`src/rtl/icache_sa.sv`:
```
// icache_sa: set-associative instruction cache with round-robin replacement, miss FSM and deferred flush.
// Optional macro ICACHE_SA_PERF_CNT_EN adds saturating hit_cnt/miss_cnt outputs.
`default_nettype none

module icache_sa #(
  parameter int ADDR_WIDTH  = 32,
  parameter int INSTR_WIDTH = 32,
  parameter int LINE_WIDTH  = 128,
  parameter int NSETS       = 4,
  parameter int NWAYS       = 2
) (
  input  logic                                          clk,
  input  logic                                          reset,
  input  logic                                          fetch_en,
  input  logic [ADDR_WIDTH-1:0]                         addr,
  input  logic                                          flush,
  output logic [INSTR_WIDTH-1:0]                        instr,
  output logic                                          cache_hit,
  output logic                                          stall,
  output logic                                          req_mem,
  output logic [ADDR_WIDTH-$clog2(LINE_WIDTH/8)-1:0]    req_addr,
  input  logic [LINE_WIDTH-1:0]                         mem_data,
  input  logic                                          mem_rdy
`ifdef ICACHE_SA_PERF_CNT_EN
  ,
  output logic [31:0]                                   hit_cnt,
  output logic [31:0]                                   miss_cnt
`endif
);

  localparam int OFF_W  = $clog2(LINE_WIDTH/8);
  localparam int IDX_W  = $clog2(NSETS);
  localparam int TAG_W  = ADDR_WIDTH - IDX_W - OFF_W;
  localparam int WSEL_W = $clog2(LINE_WIDTH/INSTR_WIDTH);
  localparam int WS_W   = (WSEL_W > 0) ? WSEL_W : 1;
  localparam int LOW_W  = OFF_W - WSEL_W;
  localparam int WAY_W  = (NWAYS > 1) ? $clog2(NWAYS) : 1;
  localparam int LA_W   = ADDR_WIDTH - OFF_W;

  typedef enum logic [1:0] {
    S_IDLE = 2'd0,
    S_MISS = 2'd1,
    S_WAIT = 2'd2,
    S_FILL = 2'd3
  } state_t;

  state_t r_state;
  logic   r_flush_pend;

  logic [NWAYS-1:0]      r_valid [NSETS];
  logic [TAG_W-1:0]      r_tag   [NSETS][NWAYS];
  logic [LINE_WIDTH-1:0] r_data  [NSETS][NWAYS];

  logic [IDX_W-1:0]       w_idx;
  logic [TAG_W-1:0]       w_tag;
  logic [WS_W-1:0]        w_wsel;
  logic                   w_hit;
  logic [LINE_WIDTH-1:0]  w_hit_line;
  logic [INSTR_WIDTH-1:0] w_hit_word;
  logic                   w_lookup_hit;
  logic                   w_hit_evt;
  logic                   w_miss_evt;
  logic                   w_fill;
  logic [IDX_W-1:0]       w_fidx;
  logic [TAG_W-1:0]       w_ftag;
  logic [WAY_W-1:0]       w_vict;
  logic [WAY_W-1:0]       w_rr;
  logic                   w_free;

  assign w_idx = addr[OFF_W +: IDX_W];
  assign w_tag = addr[ADDR_WIDTH-1 -: TAG_W];

  generate
    if (WSEL_W > 0) begin : g_wsel
      assign w_wsel = addr[OFF_W-WSEL_W +: WSEL_W];
    end else begin : g_nowsel
      assign w_wsel = '0;
    end
    if (LOW_W > 0) begin : g_low
      logic w_unused_low;
      assign w_unused_low = ^addr[LOW_W-1:0];
    end
  endgenerate

  always_comb begin
    w_hit      = 1'b0;
    w_hit_line = '0;
    for (int w = 0; w < NWAYS; w++) begin
      if (r_valid[w_idx][w] && (r_tag[w_idx][w] == w_tag)) begin
        w_hit      = 1'b1;
        w_hit_line = r_data[w_idx][w];
      end
    end
  end

  assign w_hit_word   = w_hit_line[w_wsel*INSTR_WIDTH +: INSTR_WIDTH];
  // A flush (live or deferred) seen in IDLE invalidates everything at this edge, so it also kills the lookup.
  assign w_lookup_hit = w_hit && !flush && !r_flush_pend;
  assign w_hit_evt    = ((r_state == S_IDLE) && fetch_en && w_lookup_hit) || (r_state == S_FILL);
  assign w_miss_evt   = (r_state == S_IDLE) && fetch_en && !w_lookup_hit;

  // The outstanding request register doubles as the refill's set/tag.
  assign w_fill = (r_state == S_WAIT) && mem_rdy;
  assign w_fidx = req_addr[IDX_W-1:0];
  assign w_ftag = req_addr[LA_W-1 -: TAG_W];

  always_comb begin
    w_vict = w_rr;
    w_free = 1'b0;
    for (int w = NWAYS-1; w >= 0; w--) begin
      if (!r_valid[w_fidx][w]) begin
        w_vict = WAY_W'(w);
        w_free = 1'b1;
      end
    end
  end

  generate
    if (NWAYS > 1) begin : g_rr
      logic [WAY_W-1:0] r_rr [NSETS];
      assign w_rr = r_rr[w_fidx];
      always_ff @(posedge clk or posedge reset) begin
        if (reset) begin
          for (int s = 0; s < NSETS; s++) r_rr[s] <= '0;
        end else if (w_fill && !w_free) begin
          r_rr[w_fidx] <= r_rr[w_fidx] + 1'b1;
        end
      end
    end else begin : g_norr
      assign w_rr = '0;
    end
  endgenerate

  always_ff @(posedge clk) begin
    if (w_fill) begin
      r_data[w_fidx][w_vict] <= mem_data;
      r_tag[w_fidx][w_vict]  <= w_ftag;
    end
  end

  always_ff @(posedge clk or posedge reset) begin
    if (reset) begin
      r_state      <= S_IDLE;
      r_flush_pend <= 1'b0;
      instr        <= '0;
      cache_hit    <= 1'b0;
      stall        <= 1'b0;
      req_mem      <= 1'b0;
      req_addr     <= '0;
      for (int s = 0; s < NSETS; s++) r_valid[s] <= '0;
    end else begin
      case (r_state)
        S_IDLE: begin
          if (flush || r_flush_pend) begin
            for (int s = 0; s < NSETS; s++) r_valid[s] <= '0;
          end
          r_flush_pend <= 1'b0;
          if (fetch_en) begin
            if (w_lookup_hit) begin
              cache_hit <= 1'b1;
              instr     <= w_hit_word;
            end else begin
              cache_hit <= 1'b0;
              stall     <= 1'b1;
              r_state   <= S_MISS;
            end
          end else begin
            cache_hit <= 1'b0;
          end
        end
        S_MISS: begin
          r_flush_pend <= r_flush_pend | flush;
          req_mem      <= 1'b1;
          req_addr     <= addr[ADDR_WIDTH-1:OFF_W];
          r_state      <= S_WAIT;
        end
        S_WAIT: begin
          r_flush_pend <= r_flush_pend | flush;
          if (mem_rdy) begin
            r_valid[w_fidx][w_vict] <= 1'b1;
            req_mem                 <= 1'b0;
            r_state                 <= S_FILL;
          end
        end
        S_FILL: begin
          r_flush_pend <= r_flush_pend | flush;
          cache_hit    <= 1'b1;
          instr        <= w_hit_word;
          stall        <= 1'b0;
          r_state      <= S_IDLE;
        end
        default: r_state <= S_IDLE;
      endcase
    end
  end

`ifdef ICACHE_SA_PERF_CNT_EN
  always_ff @(posedge clk or posedge reset) begin
    if (reset) begin
      hit_cnt  <= '0;
      miss_cnt <= '0;
    end else begin
      if (w_hit_evt && (hit_cnt != 32'hFFFF_FFFF))   hit_cnt  <= hit_cnt + 32'd1;
      if (w_miss_evt && (miss_cnt != 32'hFFFF_FFFF)) miss_cnt <= miss_cnt + 32'd1;
    end
  end
`else
  logic w_unused_evt;
  assign w_unused_evt = w_hit_evt ^ w_miss_evt;
`endif

endmodule

`default_nettype wire

```
`config.mk`:
```
export PLATFORM = sky130hd
export DESIGN_NAME = icache_sa
export DESIGN_NICKNAME = d
export VERILOG_FILES = /design/src/rtl/icache_sa.sv
export SDC_FILE = /design/constraint.sdc
export NUM_CORES = 1
export LEC_CHECK = 0
export ABC_AREA = 0
export CORE_ASPECT_RATIO = 1.25
export CORE_UTILIZATION = 54
export DETAILED_ROUTE_END_ITERATION = 10
export PLACE_DENSITY = 0.75
export SETUP_SLACK_MARGIN = 0.2
export SLEW_MARGIN = 10
export SYNTH_ARGS = -nofsm -noshare
export SYNTH_HDL_FRONTEND = slang
export SYNTH_SLANG_ARGS = --single-unit
```
`constraint.sdc`:
```
create_clock -name clk -period 11.4 [get_ports clk]
set_input_delay 1.14 -clock clk [delete_from_list [all_inputs] [get_ports clk]]
set_output_delay 1.14 -clock clk [all_outputs]
set_load 0.01 [all_outputs]
```
# After elaboration in Yosys (flattened, before gate mapping)
# Memories as Yosys holds them, arrays and structs flattened.
# Cells that the tools add are included.
dict set report classes {
  shift 1
  muxes 50
  n_eq_ne 10
  n_bitwise 5
  n_addsub 1
  reduce_logical 23
  order_cmp 7
}
# cell count
set op_table {}
lappend op_table {{$mux 128} 3}
lappend op_table {{$mux 256} 1}
lappend op_table {{$demux 128 s1} 1}
lappend op_table {{$shiftx 128x8->32} 1}
lappend op_table {{$mux 32} 2}
lappend op_table {{$pmux 32 s2} 1}
lappend op_table {{$eq 26x26->1} 2}
lappend op_table {{$mux 52} 1}
lappend op_table {{$demux 26 s1} 1}
lappend op_table {{$mux 26} 1}
lappend op_table {{$mux 1} 16}
lappend op_table {{$mux 2} 8}
lappend op_table {{$mux 8} 2}
lappend op_table {{$pmux 8 s2} 1}
lappend op_table {{$reduce_and 3->1} 4}
lappend op_table {{$logic_and 1x1->1} 9}
lappend op_table {{$bmux 2 s2} 2}
lappend op_table {{$ne 2x2->1 const B} 4}
lappend op_table {{$or 8x8->8} 1}
lappend op_table {{$pmux 1 s2} 4}
lappend op_table {{$pmux 2 s4} 1}
lappend op_table {{$ge 3x3->1 const B} 2}
lappend op_table {{$not 2->3} 2}
lappend op_table {{$reduce_bool 2->1} 3}
lappend op_table {{21 further kinds} 24}
dict set report word_totals {
  mem_count 2
  inputBits 165
  output_inout_bits 63
  regBits 78
  mem_bits_rw 1232
}
# name words word_bits rd rd_clocked_by_memory_dff write_ports line
set mem_list {}
lappend mem_list {r_data 4 256 1 0 1 52} ;# logic [LINE_WIDTH-1:0] r_data [NSETS][NWAYS];
lappend mem_list {r_tag 4 52 1 0 1 51} ;# logic [TAG_W-1:0] r_tag [NSETS][NWAYS];

# Logic depth before layout (Yosys ltp)
# Gate-level depths: netlist of run 1.
dict set report depth {
  ltp_word 15
  depth_mapped 16
  depth_no_buf 9
}

# Least setup slack after synthesis of run 1
# OpenSTA, ideal clock, no wires.
dict set report synth_timing {
  path_kind {reg-to-reg}
  from {reg req_addr[0]}
  to {mem r_data[0][128] (netlist bit), enable pin}
  arrival_ps 11768
  path_stages_with_launch 6
  required_time_ps 10544
  synth_period_minus_slack_ps 12624
  setup_time_ps 856
  slack_ps -1224
  path_cell_list {dfrtp_1 -> mux4_2 -> nand2b_1 -> nand2_1 -> nand3_1 -> nor3_1}
}
dict set report synth_between {
  elab_chain_len 12
}
# item line
set synth_rtl {}
lappend synth_rtl {{from (decl)} 21} ;# output logic [ADDR_WIDTH-$clog2(LINE_WIDTH/8)-1:0] req_addr,
lappend synth_rtl {{from (signal assigned)} 174} ;# req_addr <= addr[ADDR_WIDTH-1:OFF_W];
lappend synth_rtl {{$not 2->3 (not written as such)} {111, 121}}
lappend synth_rtl {{$bmux 1 s2 or $bmux 2 s2 (tied branches)} {121, 111}}
lappend synth_rtl {{$mux 1 (not written as such) or $mux 2 (tied branches) (2 in a row)} {121, 111}}
lappend synth_rtl {{$mux 1 (2 in a row)} 111} ;# if (!r_valid[w_fidx][w]) begin
lappend synth_rtl {{$not 1->2 (not written as such)} 136} ;# r_data[w_fidx][w_vict] <= mem_data;
lappend synth_rtl {{$ge 2x2->1 (not written as such) or $lt 2x1->1 (tied branches)} 136}
lappend synth_rtl {{$logic_and 1x1->1 (not written as such)} 136}
lappend synth_rtl {{$mux 128 (not written as such)} 136}
lappend synth_rtl {{$demux 128 s1} 136}
lappend synth_rtl {{$mux 256 (not written as such)} 136}
lappend synth_rtl {{to (decl)} 52}
# Parallel ways exist; a longest one is shown, timed or not. The select of a mux whose other input is x is not followed.

# Worst setup path in the final report of run 1
dict set report layout_timing {
  from {in addr[4]}
  to {reg instr[22]}
}
dict set report layout_between {
  elab_chain_len 11
}
# item line
set layout_rtl {}
lappend layout_rtl {{from (decl)} 15} ;# input logic [ADDR_WIDTH-1:0] addr,
lappend layout_rtl {{parallel branches: the longest is 11 deep, another holds $mem_v2 4x52} -}
lappend layout_rtl {{to (signal assigned)} 161} ;# instr <= w_hit_word;
lappend layout_rtl {{to (signal assigned)} 188} ;# instr <= w_hit_word;
lappend layout_rtl {{to (decl)} 17} ;# output logic [INSTR_WIDTH-1:0] instr,
# Several ways; the timed one is not identified. The select of a mux whose other input is x is not followed.
# A chain may end at the register's enable or synchronous reset.

==> results.yml, run 1 <==
power:
  p_clk_share_pct: 35.8
  ir_worst_vdd_mv: 0.152
  netSwitchingFraction_pct: 23.3
  power_density_nw_per_um2: 194
  power.leakage_nw: 18.6
  p_sw_mw: 2.64
  internal_power_mw: 8.69
  p_seq_share_pct: 53.4
  combPwrFrac_pct: 10.8
synthesis:
  netlist_area_um2: 51000
  netlist_instances: 2374
  synth-adder-area-share_pct: 0.123
  syn-num-nets: 2544
  synth_top_cell_by_area: "edfxtp_1"
  ys_seq_elements: 1310
  synth_compound_area_share_pct: 3.07
  synth_top_area_share_pct: 72.6
  synth_top_family_by_area: "multiplexers"
  yosys-mux-area-fraction_pct: 16.6
  avgSynthCellArea_um2: 21.5
  yosys.area_share.simple_pct: 1.50
  seq_area_frac_synth_pct: 76.4
  ys_types: 55
  synth-xor-area-share_pct: 0.722
  synth_area_leaders: "edfxtp_1 (73%), mux4_2 (13%), dfrtp_1 (3.8%)"
  ys_warn_count: 0
min_path:
  hold_path_class: "flip-flop to flip-flop"
  min_to: "g_rr.r_rr[1]"
  hold_path_depth: 1
  holdCritStartpoint: "g_rr.r_rr[1]"
floorplanning:
  die_w_um: 277
  die-area_um2: 95600
  start_util_pct: 54.7
  num_rows: 125
  core_um2: 93200
  die_h_um: 346
  pin_count: 228
clocking:
  numCtsBuffers: 118
  clk_pin_slew_ps: 60
  clock-sinks: 1310
  hold_buffers: 0
  postCtsSetupBuffers: 0
  h-tree-depth: 3
  clk_root_buffer_cell: "clkbuf_16"
  cts_resized: 0
  clock_latency_ps: 700
  clockBufferDepth: 3
  cts_tree: "yes"
sta:
  tightest_slew_ps: 1250
  fin_crit_ps: 6250
  finalHoldViolCount: 0
  slew_headroom_pct: 16.2
  clock-skew-final_ps: 32.3
  finalMaxSlewViolations: 0
  rsz0062_at_grt: "no"
  finalSetupTns_ps: 0
  period_share_pct: 54.8
  finalSetupViolCount: 0
  fmax_mhz: 160
critical_path:
  rr_endpoint: "r_data[2][113]"
  regToRegStartpoint: "req_addr[1]"
  crit_arrival_ps: 6840
  required_ps: 11990
  crit_fanout: 80
  r2r_setup_slack_ps: 6390
  crit_path_start_kind: "primary input"
  endpoint_kind: "flip-flop"
  critPathKind: "primary input to flip-flop"
  ff2ff_path_depth: 7
grt:
  grtUsageTotal_pct: 24.1
  grt_start_max_net_pins: 135
  antenna_found_initial: 27
  grt_pass1_wl_mm: 169
  grt_overflow: 0
  first_global_vias: 25916
drt:
  ant_nets: 0
  routed_wl_mm: 114
  drt-wirelength-per-cell_um: 29.0
  drc: 0
  firstDrtPassIters: 5
  vias_per_cell: 6.27
  vias: 24663
  drtIter0Drc: 2283
place:
  gp_congestion: 0.832
  place_area_um2: 54500
  io_buffers: 225
  place_hpwl_mm: 61.9
layout:
  fill_cells: 6246
  fin_area_um2: 58500
  nets: 2786
  area_growth_syn_to_layout_pct: 14.8
  final_layout_size_suffix_gt1_share_pct: 21.5
flow_run:
  drv_cap: 0
outcome:
  run_status: "complete, no violations"
-- per-stage QoR --
stage | hold WS, ps | util (%) | total power [mW] | setup slack (ps) | std cells
5_1_grt | 490 | 62.8 | 11.7 | 4830 | 3929
2_1_floorplan | 440 | - | 6.85 | 2910 | 2374
3_3_place_gp | 457 | 58.5 | 7.30 | 4460 | 3702
4_1_cts | 472 | 62.8 | 11.4 | 5060 | 3921
6_report | 469 | 62.8 | 11.3 | 5150 | 3934
3_5_place_dp | 459 | 58.5 | 7.37 | 4350 | 3702
-- synth_stat cells (all sizes together) --
| library cell | n |
|---|---|
| and3 | 1 |
| or4 | 1 |
| nand4 | 7 |
| and2 | 1 |
| nor3 | 8 |
| and4 | 2 |
| xnor2 | 37 |
| a41oi | 1 |
| a22oi | 4 |
| a31oi | 3 |
| nand2b | 6 |
| o31ai | 1 |
| nand2 | 14 |
| mux2i | 105 |
| buf | 66 |
| a2111oi | 3 |
| a21o | 1 |
| inv | 44 |
| edfxtp | 1232 |
| nand3 | 72 |
| nor2 | 35 |
| o21ai | 38 |
| a21boi | 32 |
| a221oi | 1 |
| o211ai | 66 |
| a21oi | 13 |
| a211o | 34 |
| a2bb2oi | 3 |
| nor4 | 2 |
| o21a | 1 |
| o2bb2ai | 1 |
| xor2 | 5 |
| ha | 5 |
| mux4 | 295 |
| nor2b | 3 |
| or3 | 1 |
| a211oi | 5 |
| o2111ai | 1 |
| clkbuf | 70 |
| mux2 | 67 |
| o22ai | 8 |
| dfrtp | 78 |
| nor3b | 1 |
-- area by class of cell --
cell class              instances  area, um^2  area share [%]
multi-input cells             884       11300            19.3
well taps                    1206        1510            2.58
flip-flops and latches       1310       38900            66.5
clock inverters                63         741            1.27
repair buffers                258        2580            4.41
clock buffers                 156        3250            5.55
diodes                         13        32.5          0.0556
inverters                      44         166           0.284
-- critical path, stage by stage --
cell      delay, ps
buf_8           620
buf_4           910
mux4_2          620
xnor2_1         200
nand3_1         150
nor3_1          330
and3_2          250
buf_4           780
a22oi_2         330
nor3_4          240
buf_4           510
nand3_1         370
o211ai_1        220
-- power groups by stage --
| stage | Clock [mW] | Sequential (mW) | Combinational (mW) |
|---|---|---|---|
| global placement | 0 | 6.09 | 1.21 |
| floorplan | 0 | 6.14 | 0.706 |
| CTS | 4.12 | 6.04 | 1.24 |
| detailed placement | 0 | 6.14 | 1.23 |
| finish | 4.06 | 6.05 | 1.22 |
| global route | 4.29 | 6.08 | 1.31 |
-- worst max-delay path by stage --
| stage | start | cells after the start | end | slack [ps] |
|---|---|---|---|---|
| after floorplan | req_addr[0] | 5 | r_data[3][128] | 2910 |
| after global placement | addr[4] | 13 | instr[20] | 4460 |
| after detailed placement | addr[4] | 13 | instr[22] | 4350 |
| after CTS | addr[4] | 13 | instr[22] | 5060 |
| after global routing | addr[4] | 13 | instr[24] | 4830 |
| final | addr[4] | 13 | instr[22] | 5150 |
-- kinds of logic (layout without fill, tap and decap cells) --
kind of cell	after synthesis	in the layout
flops	1310	1310
buf+inv	180	521
xor+xnor	42	42
compound gates	216	216
other cells	0	13
mux	467	467
simple gates	154	154
fa+ha+maj	5	5
-- cells in the final DEF (no fill, tap or decap), types with 5 or more instances in the layout --
master,instances
nand4_1,7
a211o_1,34
nand2_1,14
clkbuf_1,28
buf_4,28
nor3_1,5
dfrtp_1,78
o21ai_0,29
clkdlybuf4s50_1,222
a21boi_0,32
o211ai_1,66
nor2_4,6
clkinv_1,19
clkinv_2,18
clkbuf_16,123
xor2_1,5
mux2i_1,105
xnor2_1,37
inv_1,43
nor2_1,29
nand2b_1,6
clkbuf_8,5
nand3_1,72
diode_2,13
mux2_2,66
bufinv_16,16
a21oi_1,12
mux4_2,290
o22ai_1,8
edfxtp_1,1232
mux4_1,5
o21ai_1,9
buf_12,6
-- flip-flops by register name, summed over array words and instances (netlist names) --
name          cells
r_data         1024
r_tag           208
instr            32
req_addr         28
r_valid           8
g_rr.r_rr         4
r_state           2
cache_hit         1
r_flush_pend      1
req_mem           1
stall             1
-- metal layers --
layer	vias to the layer above	global-route usage, %	routed length, um
li1	10404	-	-
met1	13004	31.3	43800
met2	1040	40.3	58200
met3	195	5.17	8790
met4	20	9.00	3340
met5	-	0	125
No activity file was read; power rests on OpenSTA's default activity.
==> run 2, diff against run 1 <==
Settings changed: CORE_UTILIZATION 54 to 60, PLACE_DENSITY 0.75 to 0.79.
Clock period 11.4 ns to 6.4 ns, I/O delays scaled along.
==> run 2 against run 1 <==
Compared with the run above:
- global-route usage rose by 2.9 points
- largest cell class unchanged
- via count increased by 1.6%
- final area about the same
- sequential cell count unchanged
- worst setup slack worse by 3100 ps
- clock skew is 4.5 ps higher
- first-iteration DRC count rose by 21%
- wire length increased by 0.31%
- sequential power up 79%
- total power up 78%
- highest routed layer unchanged
- utilization increased by 6.8 points
- final cell count decreased by 2.5%
==> results.yml, run 2 (synthesized netlist as in run 1, its figures left out) <==
place:
  io_buffers: 225
  gp_congestion: 0.835
  dp_slack_ps: 1270
  dpl.cell_count: 3602
  place_hpwl_mm: 63.6
power:
  power_density_nw_per_um2: 345
  ir_worst_vdd_mv: 0.273
  p_total_mw: 20.2
  power.leakage_nw: 18.7
layout:
  final_util_pct: 69.6
  mostFrequentLayoutCells: "edfxtp_1 (1,232), mux4_2 (290), clkdlybuf4s50_1 (222)"
  largest_register_ffs: 1024
  mostFrequentLayoutCell: "edfxtp_1"
  fin_cells: 3836
  final_layout_size_suffix_gt1_share_pct: 22.4
  nets: 2802
  top_regs: "r_data (1024), r_tag (208), instr (32)"
  area_growth_syn_to_layout_pct: 14.9
  max_flop_register: "r_data"
floorplanning:
  core_um2: 84100
  die_w_um: 263
  die_h_um: 328
  num_rows: 119
  start_util_pct: 60.6
  pin_count: 228
  die-area_um2: 86100
critical_path:
  crit_path_start_kind: "primary input"
  crit_fanout: 85
  crit_arrival_ps: 4960
  ff2ff_path_depth: 10
  regToRegStartpoint: "r_tag[0][10]"
  crit_path_start: "addr[4]"
  required_ps: 6970
  critPathKind: "primary input to flip-flop"
  endpoint_kind: "flip-flop"
clocking:
  numCtsBuffers: 117
  cts_tree: "yes"
  clk_root_buffer_cell: "clkbuf_16"
  clockBufferDepth: 3
  clock_latency_ps: 720
  cts_resized: 0
  clock-sinks: 1310
  postCtsSetupBuffers: 0
  hold_buffers: 0
  clk_pin_slew_ps: 70
  h-tree-depth: 3
sta:
  fin_crit_ps: 4390
  worst_slack_ps: 2010
  fmax_mhz: 228
  finalSetupViolCount: 0
  finalHoldViolCount: 0
  clock-skew-final_ps: 36.8
  rsz0062_at_grt: "no"
  tightest_slew_ps: 1150
  period_share_pct: 68.6
  finalMaxSlewViolations: 0
  slew_headroom_pct: 23.6
grt:
  grt_overflow: 0
  grt_start_max_net_pins: 155
  grtUsageTotal_pct: 27.0
  first_global_vias: 26286
  grt_pass1_wl_mm: 169
  antenna_found_initial: 23
drt:
  drtIter0Drc: 2770
  ant_nets: 0
  vias_per_cell: 6.53
  drc: 0
  firstDrtPassIters: 6
  routed_wl_mm: 115
  vias: 25047
  drt-wirelength-per-cell_um: 29.9
min_path:
  hold_path_class: "primary input to asynchronous set/reset pin"
outcome:
  run_status: "complete, no violations"
flow_run:
  drv_cap: 0
-- run 2: path summary, 6_finish.rpt --
check,end,slack [ps]
max,instr[17],2010
min,req_addr[9],290
max reg2reg,instr[17],2390
min reg2reg,g_rr.r_rr[3],480
max in group asynchronous,req_addr[13],4940
min in group clk,g_rr.r_rr[3],480
-- run 2: final cells by class --
class                      instances  area (um^2)
antenna                           10         25.0
clock buffer                     138         3110
clock inverter                    86          898
fill                            4857        25500
inverter                          44          166
multi-input combinational        884        11300
sequential                      1310        38900
tap                             1089         1360
timing repair buffer             275         2760
-- run 2: layer usage --
layer  global-route usage [%]  share of wire, %  up-vias
met5                        0              0.17        -
met4                     9.87               3.3       28
met3                     5.88               8.0      229
met2                     45.9                51     1152
met1                     34.7                37    13196
li1                         -                 -    10442
-- run 2: metrics by stage --
step	hold WS (ps)	setup TNS (ps)	area (um^2)
2_1_floorplan	440	-2379890	51000
3_3_place_gp	457	0	54500
3_5_place_dp	466	0	54500
4_1_cts	274	0	58600
5_1_grt	319	0	58600
6_report	289	0	58600
-- run 2: power by group --
part	total, mW	internal, mW	switching [mW]
clock network	7.22	4.13	3.09
logic	2.23	0.934	1.30
registers	10.8	10.3	0.431
-- run 2: worst max-delay path, stage by stage --
cell       delay [ps]
buf_8             630
mux4_1            670
xnor2_1           150
nand2_1           110
a2111oi_0         680
and3_2            340
buf_4             710
a21boi_0          280
a211o_1           360
nand3_1           160
o211ai_1          130
==> run 3, diff against run 2 <==
Settings changed: CORE_UTILIZATION 60 to 54, PLACE_DENSITY 0.79 to 0.75.
Clock period 6.4 ns to 3.8 ns, I/O delays scaled along.
==> run 3 against run 2 <==
Compared with the run above:
- total power increased by 67%
- clock skew down 11 ps
- final cell count up 4.4%
- largest cell class unchanged
- clock-buffer cell count rose by 18
- highest routed layer unchanged
- die area grew 11%
- sequential share of layout area down 0.88 points
- sequential power up 68%
- via count is 0.25% lower
- first-iteration DRC count decreased by 10%
- hold slack worse by 200 ps
- combinational power up 74%
==> results.yml, run 3 (synthesized netlist as in run 1, its figures left out) <==
outcome:
  run_status: "complete, no violations"
floorplanning:
  start_util_pct: 54.7
  die_h_um: 346
  die_w_um: 277
  die-area_um2: 95600
  core_um2: 93200
  num_rows: 125
  pin_count: 228
sta:
  tightest_slew_ps: 962
  fin_crit_ps: 3350
  rsz0062_at_grt: "no"
  fmax_mhz: 298
  finalSetupViolCount: 0
  hold_ws_ps: 93.4
  period_share_pct: 88.2
  finalHoldViolCount: 0
  clock-skew-final_ps: 25.5
  slew_headroom_pct: 35.9
  finalMaxSlewViolations: 0
critical_path:
  r2r_setup_slack_ps: 450
  worstSetupEndpoint: "instr[1]"
  critPathTopFamily: "compound AO/OA/AOI/OAI gates"
  crit_path_start_kind: "flip-flop"
  regToRegStartpoint: "r_tag[3][12]"
  required_ps: 4420
  rr_endpoint: "instr[1]"
  crit_cells: 13
  crit_arrival_ps: 3970
  ff2ff_path_depth: 13
  endpoint_kind: "flip-flop"
  crit_fanout: 20
  critPathKind: "flip-flop to flip-flop"
  cp.buffers_inverters: 4
  max_stage_delay_ps: 480
  path_cells: "mux4_2 > xnor2_1 > nand2_1 > a2111oi_0 > buf_4 > and3_2 > buf_12 > buf_4 > nand3_1 > o211ai_1 > nand3_1 > buf_12 > o211ai_1"
  slowest_stage: "mux4_2"
  crit_path_start: "r_tag[3][12]"
layout:
  largest_register_ffs: 1024
  mostFrequentLayoutCells: "edfxtp_1 (1,232), mux4_2 (290), clkdlybuf4s50_1 (222)"
  fill_cells: 6093
  fin_cells: 4006
  top_regs: "r_data (1024), r_tag (208), instr (32)"
  mostFrequentLayoutCell: "edfxtp_1"
  max_flop_register: "r_data"
  area_growth_syn_to_layout_pct: 16.5
  nets: 2862
  final_layout_size_suffix_gt1_share_pct: 23.4
clocking:
  clock_latency_ps: 700
  clk_pin_slew_ps: 60
  postCtsSetupBuffers: 0
  hold_buffers: 0
  clockBufferDepth: 3
  cts_tree: "yes"
  numCtsBuffers: 118
  h-tree-depth: 3
  clock-sinks: 1310
  cts_resized: 0
  clk_root_buffer_cell: "clkbuf_16"
grt:
  grtUsageTotal_pct: 24.5
  grt_start_max_net_pins: 98
  grt_pass1_wl_mm: 172
  grt_overflow: 0
  first_global_vias: 26001
  antenna_found_initial: 21
drt:
  drtIter0Drc: 2482
  firstDrtPassIters: 7
  ant_nets: 0
  vias: 24984
  routed_wl_mm: 116
  drc: 0
  vias_per_cell: 6.24
  drt-wirelength-per-cell_um: 28.9
power:
  power.leakage_nw: 19.0
  power_density_nw_per_um2: 567
  ir_worst_vdd_mv: 0.483
  p_total_mw: 33.7
place:
  io_buffers: 225
  dpl.cell_count: 3778
  place_hpwl_mm: 68.6
  gp_congestion: 0.872
flow_run:
  drv_cap: 0
min_path:
  hold_path_class: "primary input to asynchronous set/reset pin"
-- run 3: cell count changes in the layout (fill, tap and decap cells not counted), sizes merged --
| cell | delta |
|---|---|
| clkinvlp | -5 |
| inv | -1 |
| clkbuf | +18 |
| bufinv | -5 |
| diode | -1 |
| clkinv | -12 |
| buf | +59 |
-- run 3: cell type report --
cell class | count | area, um^2 | area share, %
Sequential cell | 1310 | 38900 | 65.6
Multi-Input combinational cell | 884 | 11300 | 19.1
Timing Repair Buffer | 334 | 3570 | 6.01
Clock buffer | 156 | 3180 | 5.35
Tap cell | 1206 | 1510 | 2.54
Clock inverter | 63 | 639 | 1.08
Inverter | 44 | 166 | 0.280
Antenna cell | 9 | 22.5 | 0.0379
-- run 3: how the worst min path moves through the flow --
stage                  from           end  depth (start not counted)  slack [ps]
2_1_floorplan  g_rr.r_rr[1]  g_rr.r_rr[1]                          1         440
3_3_place_gp   g_rr.r_rr[1]  g_rr.r_rr[1]                          1         460
3_5_place_dp   g_rr.r_rr[1]  g_rr.r_rr[1]                          1         460
4_1_cts               reset  req_addr[24]                          2         100
5_1_grt               reset  req_addr[24]                          2         150
6_report              reset  req_addr[24]                          2          90
-- run 3: routing by layer --
metal	vias to the layer above	wire length, um	track usage [%]
met2	985	60100	41.6
li1	10545	-	-
met1	13232	43900	31.8
met4	20	3400	8.42
met5	-	132	0
met3	202	8410	4.76
-- run 3: power breakdown --
| part | internal (mW) | total, mW | switching, mW |
|---|---|---|---|
| clock | 6.62 | 11.7 | 5.07 |
| combinational | 1.66 | 3.87 | 2.21 |
| sequential | 17.4 | 18.1 | 0.722 |
-- run 3: metrics by stage --
stage                     instance area, um^2  setup WS [ps]  utilization, %  setup TNS [ps]
final                                   59400            447            63.7               0
after global routing                    59400            278            63.7               0
after floorplan                         51100          -1710               -         -769180
after global placement                  55500           48.5            59.6               0
after CTS                               59400            369            63.7               0
after detailed placement                55500           48.1            59.6               0
